File: src/rtl/fft_input_framer.sv
// fft_input_framer: packs a valid/ready complex sample stream into one
// N_POINTS-wide real/imag frame for the bit-reversal stage, launches it with a
// one-cycle start_reorder pulse and holds it until the consumer reports done.
//
// state  | meaning
// IDLE   | first cycle after reset release, raises s_ready
// FILL   | accepting samples into slot cnt
// LAUNCH | frame complete, start_reorder high this cycle
// WAIT   | frame held stable, stream backpressured until reorder_done
module fft_input_framer #(
  parameter int N_POINTS = 16,
  parameter int DATA_W   = 16,
  parameter int LOG2N    = 4
) (
  input  logic                         clk,
  input  logic                         reset,
  input  logic                         s_valid,
  output logic                         s_ready,
  input  logic signed [DATA_W-1:0]     s_real,
  input  logic signed [DATA_W-1:0]     s_imag,
  input  logic                         s_last,
  output logic [N_POINTS*DATA_W-1:0]   real_out,
  output logic [N_POINTS*DATA_W-1:0]   imag_out,
  output logic                         start_reorder,
  input  logic                         reorder_done,
  output logic                         frame_padded,
  output logic [7:0]                   frame_count
);

  typedef enum logic [1:0] {IDLE, FILL, LAUNCH, WAIT} state_t;

  localparam logic [LOG2N-1:0] LAST_SLOT = LOG2N'(N_POINTS - 1);

  state_t           state;
  logic [LOG2N-1:0] cnt;

  // Framing FSM; every output is registered so the consumer sees clean levels.
  always_ff @(posedge clk or negedge reset) begin
    if (!reset) begin
      state         <= IDLE;
      cnt           <= '0;
      s_ready       <= 1'b0;
      start_reorder <= 1'b0;
      real_out      <= '0;
      imag_out      <= '0;
      frame_padded  <= 1'b0;
      frame_count   <= 8'd0;
    end else begin
      start_reorder <= 1'b0;
      case (state)
        IDLE: begin
          s_ready <= 1'b1;
          state   <= FILL;
        end
        FILL: begin
          if (s_valid && s_ready) begin
            real_out[int'(cnt)*DATA_W +: DATA_W] <= s_real;
            imag_out[int'(cnt)*DATA_W +: DATA_W] <= s_imag;
            cnt <= cnt + 1'b1;
            if ((cnt == LAST_SLOT) || s_last) begin
              // Zero the slots above the closing sample so a short frame
              // never carries data from an earlier frame.
              for (int k = 0; k < N_POINTS; k++) begin
                if (k > int'(cnt)) begin
                  real_out[k*DATA_W +: DATA_W] <= '0;
                  imag_out[k*DATA_W +: DATA_W] <= '0;
                end
              end
              frame_padded  <= (cnt != LAST_SLOT);
              s_ready       <= 1'b0;
              start_reorder <= 1'b1;
              frame_count   <= frame_count + 1'b1;
              state         <= LAUNCH;
            end
          end
        end
        LAUNCH: begin
          state <= WAIT;
        end
        WAIT: begin
          if (reorder_done) begin
            cnt     <= '0;
            s_ready <= 1'b1;
            state   <= FILL;
          end
        end
        default: state <= IDLE;
      endcase
    end
  end

endmodule

File: config.mk
export PLATFORM = sky130hd
export DESIGN_NAME = fft_input_framer
export DESIGN_NICKNAME = d
export VERILOG_FILES = /design/src/rtl/fft_input_framer.sv
export SDC_FILE = /design/constraint.sdc
export NUM_CORES = 1
export LEC_CHECK = 0
export ABC_AREA = 1
export CAP_MARGIN = 15
export CORE_MARGIN = 2
export CORE_UTILIZATION = 46
export CTS_CLUSTER_DIAMETER = 50
export DETAILED_ROUTE_END_ITERATION = 7
export GPL_TIMING_DRIVEN = 0
export PLACE_DENSITY_LB_ADDON = 0.08
export SETUP_SLACK_MARGIN = 0.5
export SLEW_MARGIN = 20
export SYNTH_ARGS = -nofsm -noshare
export SYNTH_HDL_FRONTEND = slang
export SYNTH_SLANG_ARGS = --single-unit
File: constraint.sdc
create_clock -name clk -period 2.5 [get_ports clk]
set_input_delay 0.5 -clock clk [delete_from_list [all_inputs] [get_ports clk]]
set_output_delay 0.5 -clock clk [all_outputs]
set_load 0.05 [all_outputs]
# After elaboration in Yosys (flattened, before gate mapping)
# Index checks and enable logic that the tools add are counted.
# W data, S select, Z words.
[word_totals] register_bits=529 inputBits=37 out_inout_bits=523 wordCells=95
[op_classes] n_addsub=3 order_cmp=15 eq_ne=8 shifts=3 n_mux=48 n_reduce_logical=10
[ops] op="$bwmux W256" n=2
[ops] op="$shiftx A16 B33 Y256" n=2
[ops] op="$mux W16" n=30
[ops] op="$mux W240" n=2
[ops] op="$shift A16 B33 Y256 const A" n=1
[ops] op="$neg A8 Y33" n=1
[ops] op="$gt A4 B4 Y1 const A" n=8
[ops] op="$gt A3 B4 Y1 const A" n=4
[ops] op="$reduce_and A3 Y1" n=3
[ops] op="$add A8 B1 Y8 const B" n=1
[ops] op="$gt A2 B4 Y1 const A" n=2
[ops] op="$mux W4" n=2
[ops] op="$pmux W2 S4" n=1
[ops] op="$pmux W4 S2" n=1
[ops] op="$mux W1" n=6
[ops] op="$mux W2" n=3
[ops] op="$ne A2 B2 Y1 const B" n=3
[ops] op="$add A4 B1 Y4 const B" n=1
[ops] op="$eq A2 B2 Y1 const B" n=2
[ops] op="$eq A4 B4 Y1 const B" n=1
[ops] op="$gt A1 B4 Y1 const A" n=1
[ops] op="$ne A4 B4 Y1 const B" n=1
[ops] op="$reduce_and A4 Y1" n=1
[ops] op="$pmux W1 S3" n=1
[ops] op="7 further kinds" n=7

# Logic depth before layout (Yosys ltp)
[depth] depth_word=5 mapped_depth=13 depth_no_buf=12

# Worst setup path after synthesis
# OpenSTA, ideal clock, no wires.
[synth_timing] path_kind="register -> register" start="register cnt[0]" end="register imag_out[64]" setup_ns=0.066 arrival_time_ns=2.437 t_required_ns=2.434 path_slack_ns=-0.003 stages_incl_launch_ff=12 path_buffers=4 synth_period_minus_slack_ns=2.503 path_cell_list="dfrtp_1 inv_1 buf_2 buf_1 ha_1 inv_1 clkbuf_1 clkbuf_1 nand4_1 nand4_1 nand3_1 nand2_1"
[synth_between] elab_chain_len=5 word_cells_on_any_way=9 cone_classes="add/sub: 1; order compare: 1; eq/ne: 1; shift: 2; mux: 3; reduce/logical: 1"
[synth_lines] element="start: declaration" line="35" source="logic [LOG2N-1:0] cnt;"
[synth_lines] element="start signal: assignment" line="59" source="cnt <= cnt + 1'b1;"
[synth_lines] element="$neg A8 Y33" line="58" source="imag_out[int'(cnt)*DATA_W +: DATA_W] <= s_imag;"
[synth_lines] element="$shiftx A16 B33 Y256 or $shift A16 B33 Y256 (tied branches)" line="58"
[synth_lines] element="$bwmux W256" line="58"
[synth_lines] element="$mux W16" line="64" source="if (k > int'(cnt)) begin"
[synth_lines] element="$mux W240 (*)" line="60" source="if ((cnt == LAST_SLOT) || s_last) begin"
[synth_lines] element="end signal: indexed assignment" line="58"
[synth_lines] element="end: declaration" line="23" source="output logic [N_POINTS*DATA_W-1:0] imag_out,"
# Mark *: on every way between the ends. The rest lies on a longest branch, timed or not.
# A chain may end at the register's enable or synchronous reset.

# Worst setup path in the final report
[layout_timing] start="register real_out[35]" end="output port real_out[35]"
[layout_lines] element="start: declaration" line="22" source="output logic [N_POINTS*DATA_W-1:0] real_out,"
[layout_lines] element="start signal: indexed assignment" line="57" source="real_out[int'(cnt)*DATA_W +: DATA_W] <= s_real;"
# No word-level cell between the ends.

==> results.sh <==
export IMPL_outcome="finished clean"
export IMPL_crit_required_ns=2.00
export IMPL_p_total_w=0.0347
export IMPL_h_tree_depth=2
export IMPL_crit_family="buffers and inverters"
export IMPL_seqCellArea_mm2=0.0132
export IMPL_worstSetupPathType="register to output port"
export IMPL_tns_ns=0
export IMPL_cts_root_buf="clkbuf_16"
export IMPL_dr_pass1_iters=8
export IMPL_yosysSeqAreaShare_pct=53.9
export IMPL_vias=25500
export IMPL_final_util_pct=67.7
export IMPL_final_nets=3832
export IMPL_synth_seq_cells=529
export IMPL_ant_nets=0
export IMPL_critPathBufInv=1
export IMPL_setup_ws_ns=0.127
export IMPL_cts_sinks=529
export IMPL_antenna_found_initial=3
export IMPL_dpl_worst_slack_ns=-0.551
export IMPL_rsz0062_at_grt="yes"
export IMPL_grt_pass1_vias=24600
export IMPL_synth_nets=3134
export IMPL_syn_avg_cell_area_um2=7.95
export IMPL_r2r_worst_path_cells=12
export IMPL_ir_drop_mv=0.684
export IMPL_critical_path_arrival_ns=1.87
export IMPL_drt_iter0_drc=2711
export IMPL_multi_input_area_mm2=0.0105
export IMPL_dieArea_mm2=0.0552
export IMPL_dp_hpwl_um=78800
export IMPL_synth_async_reset_ratio_pct=100
export IMPL_setup_viol=0
export IMPL_gr_total_overflow=0
export IMPL_max_freq_ghz=0.421
export IMPL_grt_max_degree=101
export IMPL_r2r_start="cnt[0]$_DFFE_PN0P_"
export IMPL_grt_util_met1_pct=46.5
export IMPL_crit_path_end_kind="output port"
export IMPL_finalCriticalPeriod_ns=2.37
export IMPL_routed_via_density=5.63
export IMPL_reg2reg_slack_ns=0.14
export IMPL_grtUsageMet2_pct=59.8
export IMPL_numCtsBuffers=60
export IMPL_rr_endpoint="real_out[37]$_DFFE_PN0P_"
export IMPL_path_cells="clkdlybuf4s50_1"
export IMPL_worstMarginPinSlew_ns=0.765
export IMPL_grtUsageMet3_pct=10.0
export IMPL_post_route_drc_count=0
export IMPL_cts_tree="yes"
export IMPL_initial_core_util_pct=46.6
export IMPL_p_leak_nw=19.3
export IMPL_io_buffers=559
export IMPL_cp_start_kind="register"
export IMPL_design_core_area_mm2=0.0527
export IMPL_die_w_um=235
export IMPL_fillers=4394
export IMPL_ys_flop_type="dfrtp_1"
export IMPL_place_congestion=0.969
export IMPL_clkTransAtPathRegs_ns=0.06
export IMPL_ios=560
export IMPL_relSlewSlack_pct=49.2
export IMPL_p_per_area_mw_per_mm2=972
export IMPL_wl_per_cell_um=23.4
export IMPL_synth_edff_count=0
export IMPL_grt_pass1_wl_um=157000
export IMPL_critPathMaxStageDelay_ns=0.83
export IMPL_die_h_um=235
export IMPL_cpMaxStageDelayCell="clkdlybuf4s50_1"
export IMPL_fin_skew_ns=0.0186
export IMPL_syn_area_mm2=0.0245
export IMPL_critPathMaxFanout=2
export IMPL_syn_to_final_growth_pct=45.4
export IMPL_hold_class="input port to asynchronous set/reset pin"
export IMPL_fin_crit_sh_pct=94.9
export IMPL_drive_gt1_share_pct=15.7
export IMPL_wirelength_um=106000
export IMPL_yosysWarnings=0
export IMPL_drv_cap=0
export IMPL_busiest_layer="met2"
export IMPL_rows=84
export IMPL_synthCells=3086
export IMPL_clock_path_buffers=3
export IMPL_grt_total_usage_pct=37.4
export IMPL_worst_hold_slack_ns=0.414
export IMPL_clk_latency_ns=0.64
export IMPL_finalMaxSlewViolations=0
export IMPL_synth_cell_type_count=30
export IMPL_finalHoldViolCount=0
power breakdown:
group	internal, W	leakage (nW)	total [W]	switching (W)
clock	0.00579	1.06	0.00958	0.00379
combinational	0.00384	10.9	0.0144	0.0105
sequential	0.00978	7.33	0.0107	0.000957
total	0.0194	19.3	0.0347	0.0153
kinds of logic after synthesis:
group           after synthesis  synth area share (%)
buf+inv                     488                  7.99
compound gates              176                  3.65
simple gates               1873                  33.5
xor+xnor                      9                 0.398
flops                       529                  53.9
fa+ha+maj                    11                 0.561
sequential cells by signal, indices dropped and copies added, names as in the netlist:
register / cells
cnt: 4
start_reorder: 1
imag_out: 256
frame_padded: 1
real_out: 256
frame_count: 8
state: 2
s_ready: 1
layout by cell type, fill, tap and decap left out, types with 71 or more instances in the layout:
cell             instances
clkdlybuf4s50_1        323
clkbuf_16               71
nor2_1                 511
nand3_1                196
inv_1                  241
nor3_1                 138
buf_4                   75
dfrtp_1                527
dlygate4sd2_1          234
nand2_1                594
nand4_1                226
o21ai_0                153
synth_stat cells (7+ instances only):
| library cell | number | share of area (%) |
|---|---|---|
| inv_1 | 247 | 3.8 |
| ha_1 | 11 | 0.56 |
| nand2_1 | 634 | 9.7 |
| clkbuf_1 | 120 | 1.8 |
| buf_2 | 79 | 1.6 |
| nand4_1 | 226 | 5.8 |
| o21ai_0 | 161 | 3.3 |
| nor2_1 | 593 | 9.1 |
| o21ai_1 | 7 | 0.14 |
| buf_1 | 24 | 0.37 |
| nor3_1 | 194 | 4.0 |
| nand3_1 | 204 | 4.2 |
| inv_2 | 10 | 0.15 |
| dfrtp_1 | 529 | 54 |
| buf_4 | 8 | 0.24 |
area by class of cell:
type,instances,share of cell area (%)
timing repair buffer,636,17.5
multi-input combinational,2069,29.5
inverter,257,2.85
buffer,231,4.54
clock buffer,85,4.98
antenna,7,0.0491
clock inverter,27,1.10
tap,688,2.41
sequential,529,37.1
worst max-delay path by stage:
stage	slack, ns	start	cells past startpoint	endpoint
4_1_cts	0.15	imag_out[224]$_DFFE_PN0P_	1	imag_out[224]
3_3_place_gp	-24.29	reset	1	cnt[0]$_DFFE_PN0P_
3_5_place_dp	-0.55	s_last	9	imag_out[157]$_DFFE_PN0P_
6_report	0.13	real_out[35]$_DFFE_PN0P_	1	real_out[35]
5_1_grt	0.08	cnt[0]$_DFFE_PN0P_	12	real_out[37]$_DFFE_PN0P_
2_1_floorplan	0.51	cnt[1]$_DFFE_PN0P_	11	imag_out[209]$_DFFE_PN0P_
what timing repair did:
item,in CTS,in global routing
hold endpoints to repair,77,0
setup endpoints to repair,1046,1233
pin swaps,47,21
hold buffers,1,0
setup buffers,44,4
resized for setup,632,171
gates cloned,21,2
routing by layer:
layer | part of all wire, % | vias to the layer above | wire [µm]
met5 | 0 | - | 0
met1 | 37 | 12300 | 38900
li1 | - | 11400 | -
met2 | 47 | 1420 | 49500
met3 | 11 | 322 | 11600
met4 | 5.7 | 0 | 6080
metrics by stage:
step / cells / area (µm²)
floorplan: 3086 / 24700
global placement: 4333 / 31200
detailed placement: 4338 / 31300
CTS: 4516 / 35200
global route: 4524 / 35700
finish: 4529 / 35700
No activity file was read; power rests on OpenSTA's default activity.
